## config.mk

```make
export PLATFORM = sky130hd
export DESIGN_NAME = muldiv_unit
export DESIGN_NICKNAME = d
export VERILOG_FILES = /design/src/rtl/cpu_pkg.sv /design/src/rtl/muldiv_unit.sv
export SDC_FILE = /design/constraint.sdc
export NUM_CORES = 1
export LEC_CHECK = 0
export BUFFER_PORTS_ARGS = -buffer_cell sky130_fd_sc_hd__buf_2
export CORE_MARGIN = 1
export CORE_UTILIZATION = 55
export DETAILED_ROUTE_END_ITERATION = 8
export GPL_TIMING_DRIVEN = 0
export MAX_ROUTING_LAYER = met4
export PLACE_DENSITY = 0.76
export SYNTH_ARGS = -nofsm -noshare
export SYNTH_HDL_FRONTEND = slang
export SYNTH_SLANG_ARGS = --single-unit
```

## constraint.sdc

```tcl
create_clock -name clock -period 5.5 [get_ports clock]
set_clock_uncertainty 0.1 [all_clocks]
set_input_delay 0.275 -clock clock [delete_from_list [all_inputs] [get_ports clock]]
set_output_delay 0.275 -clock clock [all_outputs]
set_load 0.01 [all_outputs]
```

## src/rtl/cpu_pkg.sv

```systemverilog
// Shared CPU definitions: datapath widths and the multiply/divide unit's
// operation and state encodings.
package cpu_pkg;

    localparam int DTYPE    = 16;
    localparam int ADDR_LEN = 3;

    typedef enum logic [1:0] {
        MUL  = 2'd0,
        MULH = 2'd1,
        DIV  = 2'd2,
        REM  = 2'd3
    } muldiv_op_t;

    typedef enum logic [1:0] {
        IDLE = 2'd0,
        RUN  = 2'd1,
        DONE = 2'd2
    } muldiv_state_t;

endpackage

```

## src/rtl/muldiv_unit.sv

```systemverilog
// Iterative 16-bit unsigned multiply/divide unit. Sixteen shift-add or
// restoring shift-subtract steps share one 33-bit shift register.
module muldiv_unit
    import cpu_pkg::*;
(
    input  logic                clock,
    input  logic                reset,
    input  logic                clk_en,
    input  logic                start,
    input  logic [1:0]          op,
    input  logic [DTYPE-1:0]    rX,
    input  logic [DTYPE-1:0]    rY,
    input  logic [ADDR_LEN-1:0] rZ_address_in,
    output logic                busy,
    output logic                done,
    output logic [DTYPE-1:0]    rZ,
    output logic [ADDR_LEN-1:0] rZ_address
);

    localparam int ACC_W = 2 * DTYPE + 1;

    muldiv_state_t       state_q, state_n;
    muldiv_op_t          op_q;
    logic [3:0]          cnt_q;
    logic [DTYPE-1:0]    b_q;
    logic [ADDR_LEN-1:0] addr_q;
    logic [ACC_W-1:0]    acc_q, acc_n;
    logic                accept;
    logic                last_iter;
    logic [DTYPE:0]      mul_sum;
    logic [DTYPE:0]      div_sh;
    logic [DTYPE:0]      div_diff;
    logic [DTYPE-1:0]    result;

    always_ff @(posedge clock or negedge reset) begin
        if (!reset) begin
            state_q <= IDLE;
        end else if (clk_en) begin
            state_q <= state_n;
        end
    end

    always_comb begin
        state_n   = state_q;
        accept    = 1'b0;
        last_iter = 1'b0;
        case (state_q)
            IDLE: begin
                accept = start;
                if (start) state_n = RUN;
            end
            RUN: begin
                last_iter = (cnt_q == 4'd15);
                if (cnt_q == 4'd15) state_n = DONE;
            end
            DONE: begin
                accept  = start;
                state_n = start ? RUN : IDLE;
            end
            default: state_n = IDLE;
        endcase
    end

    // Multiply: acc = {partial high, multiplier}, shifted right each step.
    // Divide: acc = {17-bit partial remainder, dividend/quotient}, shifted left.
    // A zero divisor never borrows, so the quotient fills with ones and the
    // dividend shifts through unchanged into the remainder.
    always_comb begin
        mul_sum  = acc_q[ACC_W-1:DTYPE] + (acc_q[0] ? {1'b0, b_q} : {(DTYPE+1){1'b0}});
        div_sh   = acc_q[2*DTYPE-1:DTYPE-1];
        div_diff = div_sh - {1'b0, b_q};
        if (op_q == DIV || op_q == REM) begin
            if (div_diff[DTYPE])
                acc_n = {div_sh, acc_q[DTYPE-2:0], 1'b0};
            else
                acc_n = {div_diff, acc_q[DTYPE-2:0], 1'b1};
        end else begin
            acc_n = {1'b0, mul_sum, acc_q[DTYPE-1:1]};
        end
        result = (op_q == MULH || op_q == REM) ? acc_n[2*DTYPE-1:DTYPE]
                                               : acc_n[DTYPE-1:0];
    end

    always_ff @(posedge clock or negedge reset) begin
        if (!reset) begin
            busy       <= 1'b0;
            done       <= 1'b0;
            rZ         <= '0;
            rZ_address <= '0;
            op_q       <= MUL;
            cnt_q      <= '0;
            b_q        <= '0;
            addr_q     <= '0;
            acc_q      <= '0;
        end else if (clk_en) begin
            busy <= (state_n == RUN);
            done <= (state_n == DONE);
            if (accept) begin
                op_q   <= muldiv_op_t'(op);
                b_q    <= rY;
                addr_q <= rZ_address_in;
                acc_q  <= {{(DTYPE+1){1'b0}}, rX};
                cnt_q  <= '0;
            end else if (state_q == RUN) begin
                acc_q <= acc_n;
                cnt_q <= cnt_q + 4'd1;
                if (last_iter) begin
                    rZ         <= result;
                    rZ_address <= addr_q;
                end
            end
        end
    end

endmodule
```

After elaboration in Yosys (flattened, before gate mapping)
Cells that the tools add are included.
{ "totals": {"out_inout_bits": 21, "ff_bits": 81} }
{ "op_classes": {"n_reduce_logical": 8, "mux": 14, "bitwise_logic": 1, "eq_ne": 8, "addsub": 3} }
{ "ops": {"columns": ["op", "count"], "rows": [
  ["$mux W33", 4],
  ["$mux W16", 2],
  ["$add A17 B16 Y17", 1],
  ["$sub A17 B16 Y17", 1],
  ["$eq A2 B2 Y1 const B", 4],
  ["$mux W4", 2],
  ["$eq A2 B1 Y1 const B", 3],
  ["$pmux W2 S3", 1],
  ["$add A4 B1 Y4 const B", 1],
  ["$eq A4 B4 Y1 const B", 1],
  ["$mux W2", 2],
  ["$reduce_and A2 Y1", 2],
  ["$reduce_and A4 Y1", 1],
  ["$mux W1", 3],
  ["$logic_not A2 Y1", 1],
  ["$logic_or A1 B1 Y1", 2],
  ["$reduce_bool A2 Y1", 1],
  ["$reduce_or A2 Y1", 1],
  ["$not A1 Y1", 1]
]} }

Logic depth before layout (Yosys ltp)
{ "depth": {"word_depth": 5, "ltp_mapped": 18, "ltp_nobuf": 17} }

Least setup slack after synthesis
OpenSTA, ideal clock, no wires.
{ "synth_path": {"path_kind": "register to register", "from": "register b_q[0]", "to": "register rZ[9]", "path_stages_with_launch": 17, "arrival_time_ps": 3328, "required_time_ps": 5323, "setup_slack_ps": 1994, "cell_sequence": "dfrtp_1 -> ha_1 -> fa_1 -> nor2b_1 -> o2111ai_1 -> a21boi_1 -> a31o_2 -> a21o_1 -> a21oi_1 -> o21ai_0 -> ha_1 -> clkbuf_1 -> clkbuf_1 -> nand3_1 -> o311ai_0 -> and3b_1 -> a21oi_1"} }
{ "synth_via": {"elab_chain_cells": 4, "word_cells_on_any_way": 6} }
{ "synth_lines": {"columns": ["element", "line_no", "text"], "rows": [
  ["start: declaration", "muldiv_unit.sv:25", "logic [DTYPE-1:0] b_q;"],
  ["start signal: assignment", "muldiv_unit.sv:100", "b_q <= rY;"],
  ["$mux W16 or $sub A17 B16 Y17 (tied branches)", "muldiv_unit.sv:69, muldiv_unit.sv:71", null],
  ["$add A17 B16 Y17 or $mux W33 (tied branches)", "muldiv_unit.sv:69, muldiv_unit.sv:73", null],
  ["$mux W33 *", "muldiv_unit.sv:72", "if (op_q == DIV || op_q == REM) begin"],
  ["$mux W16 *", "muldiv_unit.sv:80", "result = (op_q == MULH || op_q == REM) ? acc_n[2*DTYPE-1:DTYPE]"],
  ["end signal: assignment", "muldiv_unit.sv:108", "rZ <= result;"],
  ["end: declaration", "muldiv_unit.sv:16", "output logic [DTYPE-1:0] rZ,"]
]} }
Mark *: on every way between the ends. The rest lies on a longest branch, timed or not.
A chain may end at the register's enable or synchronous reset.

Worst setup path after layout
Ends and elaborated chain as after synthesis.

==> impl_metrics.yaml <==
outcome:
  status: "complete, but fails checks"
  violations: "negative hold slack"
die:
  fp.dieH_um: 102
  dieWidth_um: 102
  rows: 36
  io_pins: 62
  dieArea_mm2: 0.0104
  start_util_pct: 56.5
  fp.coreArea_mm2: 0.00973
synthesis:
  ys_async_sr_fraction_pct: 100
  syn-mean-instance-area_um2: 8.38
  synthCells: 656
  ys_seq_area_share_pct: 36.9
  synth_cell_types: 61
  ys_warn_count: 0
  synth-seq-cells: 81
  ys.flop_type: "dfrtp_1"
  synth_area_mm2: 0.00550
  syn_nets: 733
  synth-edff-count: 0
timing:
  finalHoldViolCount: 1
  rsz0062_at_grt: "no"
  slew_viol_final: 0
  slew_headroom_pct: 45.1
  setup_ws_ns: 1.05
  period_needed_ns: 4.45
  worst-slew-pin-transition_ns: 0.821
  fin_hold_ws_ns: -0.00415
  setup-violations-final: 0
  setup-tns-final_ns: 0
  fmaxAchievable_mhz: 225
  period_share_pct: 81.0
worst_setup_path:
  endpoint_kind: "flop"
  cp-startpoint: "b_q[0]"
  r2r-start: "b_q[0]"
  reg2reg_to: "rZ[9]"
  start_kind: "flop"
  crit_type: "flop to flop"
  required_ns: 5.71
  regToRegSetupSlack_ns: 1.05
  cp-endpoint: "rZ[9]"
  worstPathArrival_ns: 4.66
  cp_max_fo: 10
  reg2regPathDepth: 16
power:
  vdd.ir_drop.worst_v: 0.000290
  p_leak_nw: 2.95
  power.density_mw_per_mm2: 705
  power_mw: 4.39
routing:
  drtPass1Iterations: 5
  drc: 0
  wirelength_mm: 16.0
  wire_per_inst_um: 18.4
  ant_nets: 0
  viasPerCell: 6.04
  drt_iter0_drc: 323
  num_vias: 5253
run:
  maxCapViolations: 0
global_routing:
  grt_pass1_vias: 5061
  overflow: 0
  antenna_found_initial: 0
  grt_max_degree: 68
  track_usage_pct: 33.9
  grt_pass1_wl_mm: 25.7
layout:
  areaGrowthSynthToFinish_pct: 13.4
  fin_area_mm2: 0.00623
  fillCellCount: 868
  finalNetCount: 809
  drive_gt1_share_pct: 12.5
  diodes: 0
cts:
  cts-root-buf: "clkbuf_8"
  postCtsSetupBuffers: 0
  cts_buffer_depth: 2
  cts_tree: "done"
  cts_max_level: 3
  post_cts_resized: 0
  insertion_delay_ns: 0.37
  cts_buffers: 9
  cts_hold_buffers: 3
  clock-sinks: 81
  clk_pin_slew_worst_paths_ns: 0.10
place:
  portBuffers: 61
  place_area_mm2: 0.00600
  gp_congestion: 0.931
  dp_hpwl_mm: 12.2
  pre_cts_ws_ns: 1.11
min_path:
  hold_class: "input port to flop"
## layout make-up
cell class | instances | area [µm²] | share of cell area, %
buffer | 37 | 143 | 2.29
clock buffer | 11 | 141 | 2.27
clock inverter | 5 | 62.6 | 1.00
inverter | 31 | 116 | 1.87
multi-input combinational | 507 | 3210 | 51.5
sequential | 81 | 2030 | 32.5
tap | 133 | 166 | 2.67
timing repair buffer | 65 | 365 | 5.86
## critical path, stage by stage, from the launching register on
cell and delay, ns:
dfrtp_1 0.45, ha_1 0.26, fa_1 0.42, nor2b_1 0.18, o2111ai_1 0.14, a21boi_1 0.32, a31o_2 0.26, a21o_1 0.13
a21oi_1 0.06, o21ai_0 0.18, ha_1 0.14, clkbuf_1 0.33, clkbuf_1 0.53, nand3_1 0.14, o311ai_0 0.34, and3b_1 0.27
a21oi_1 0.15
## synth_stat cells (3+ instances only)
| cell type | number | share of area, % |
|---|---|---|
| clkbuf_1 | 32 | 2.2 |
| nor2b_1 | 7 | 0.80 |
| nor3b_1 | 3 | 0.41 |
| a221o_1 | 3 | 0.55 |
| o2111ai_1 | 4 | 0.64 |
| a211oi_1 | 7 | 0.96 |
| xnor2_1 | 15 | 2.4 |
| o21ai_0 | 86 | 7.8 |
| buf_2 | 3 | 0.27 |
| nor2_1 | 30 | 2.0 |
| o211ai_1 | 3 | 0.41 |
| or3_1 | 3 | 0.34 |
| xor2_1 | 5 | 0.80 |
| inv_1 | 30 | 2.0 |
| a311oi_1 | 3 | 0.48 |
| a31oi_1 | 5 | 0.57 |
| a21o_1 | 13 | 1.8 |
| nand3_1 | 14 | 1.3 |
| o31ai_1 | 5 | 0.68 |
| ha_1 | 34 | 7.7 |
| nor3_1 | 13 | 1.2 |
| a31o_2 | 4 | 0.64 |
| a22o_1 | 4 | 0.64 |
| nand4_1 | 3 | 0.34 |
| a21oi_1 | 43 | 3.9 |
| mux2i_1 | 22 | 4.0 |
| nand2_1 | 107 | 7.3 |
| dfrtp_1 | 81 | 37 |
| nand2b_1 | 5 | 0.57 |
| and3_1 | 5 | 0.57 |
| and2_1 | 21 | 2.4 |
| o21a_1 | 6 | 0.82 |
## cells by family after synthesis
family                     count (synthesis)  share of synthesized area [%]
and+or+nand+nor                          215                           17.8
AOI/OAI and AO/OA                        213                           24.8
DFF                                       81                           36.9
buffers and inverters                     68                           4.71
adders and majority gates                 36                           8.46
muxes                                     23                           4.21
xor gates and xnor gates                  20                           3.19
## per-stage QoR
stage | hold WS, ns | cells | util (%)
2_1_floorplan | -0.121 | 656 | -
3_3_place_gp | 0.353 | 850 | 61.4
3_5_place_dp | 0.0577 | 851 | 61.7
4_1_cts | 0.00320 | 870 | 64.1
5_1_grt | 0.0114 | 870 | 64.1
6_report | -0.00415 | 870 | 64.1
## how the worst min path moves through the flow
stage / depth (start not counted) / start / end
final: 3 / rY[11] / b_q[11]
after global routing: 3 / rY[15] / b_q[15]
after CTS: 3 / rY[11] / b_q[11]
after detailed placement: 1 / reset / b_q[2]
after global placement: 2 / addr_q[1] / rZ_address[1]
after floorplan: 0 / reset / acc_q[0]
## state kept, by name, summed over array words and instances, names as in the netlist
name,cells
acc_q,33
rZ,16
addr_q,3
b_q,16
rZ_address,3
done,1
busy,1
op_q,2
state_q,2
cnt_q,4
## placed cells by master (no fill, tap or decap), drive strengths merged, types with 14 or more instances in the layout
cell type / count
nand2: 107
o21ai: 87
dfrtp: 81
buf: 67
a21oi: 44
clkbuf: 43
ha: 34
inv: 32
nor2: 30
mux2i: 22
and2: 21
xnor2: 15
nand3: 14
## per-layer routing
metal / part of all wire (%) / up-vias / track usage, % / wire, µm
li1: - / 2496 / - / -
met1: 44 / 2496 / 44.3 / 7020
met2: 47 / 225 / 54.5 / 7520
met3: 6.6 / 36 / 3.56 / 1060
met4: 2.7 / 0 / 12.6 / 426
met5: 0 / - / - / 0
## report_power, final
part           internal, mW  switching (mW)  leakage, nW  total, mW
combinational          1.08            1.76         1.82       2.83
sequential            0.856           0.226         1.04       1.08
clock                 0.226           0.251       0.0966      0.477
Power figures use the tool's default switching activity.
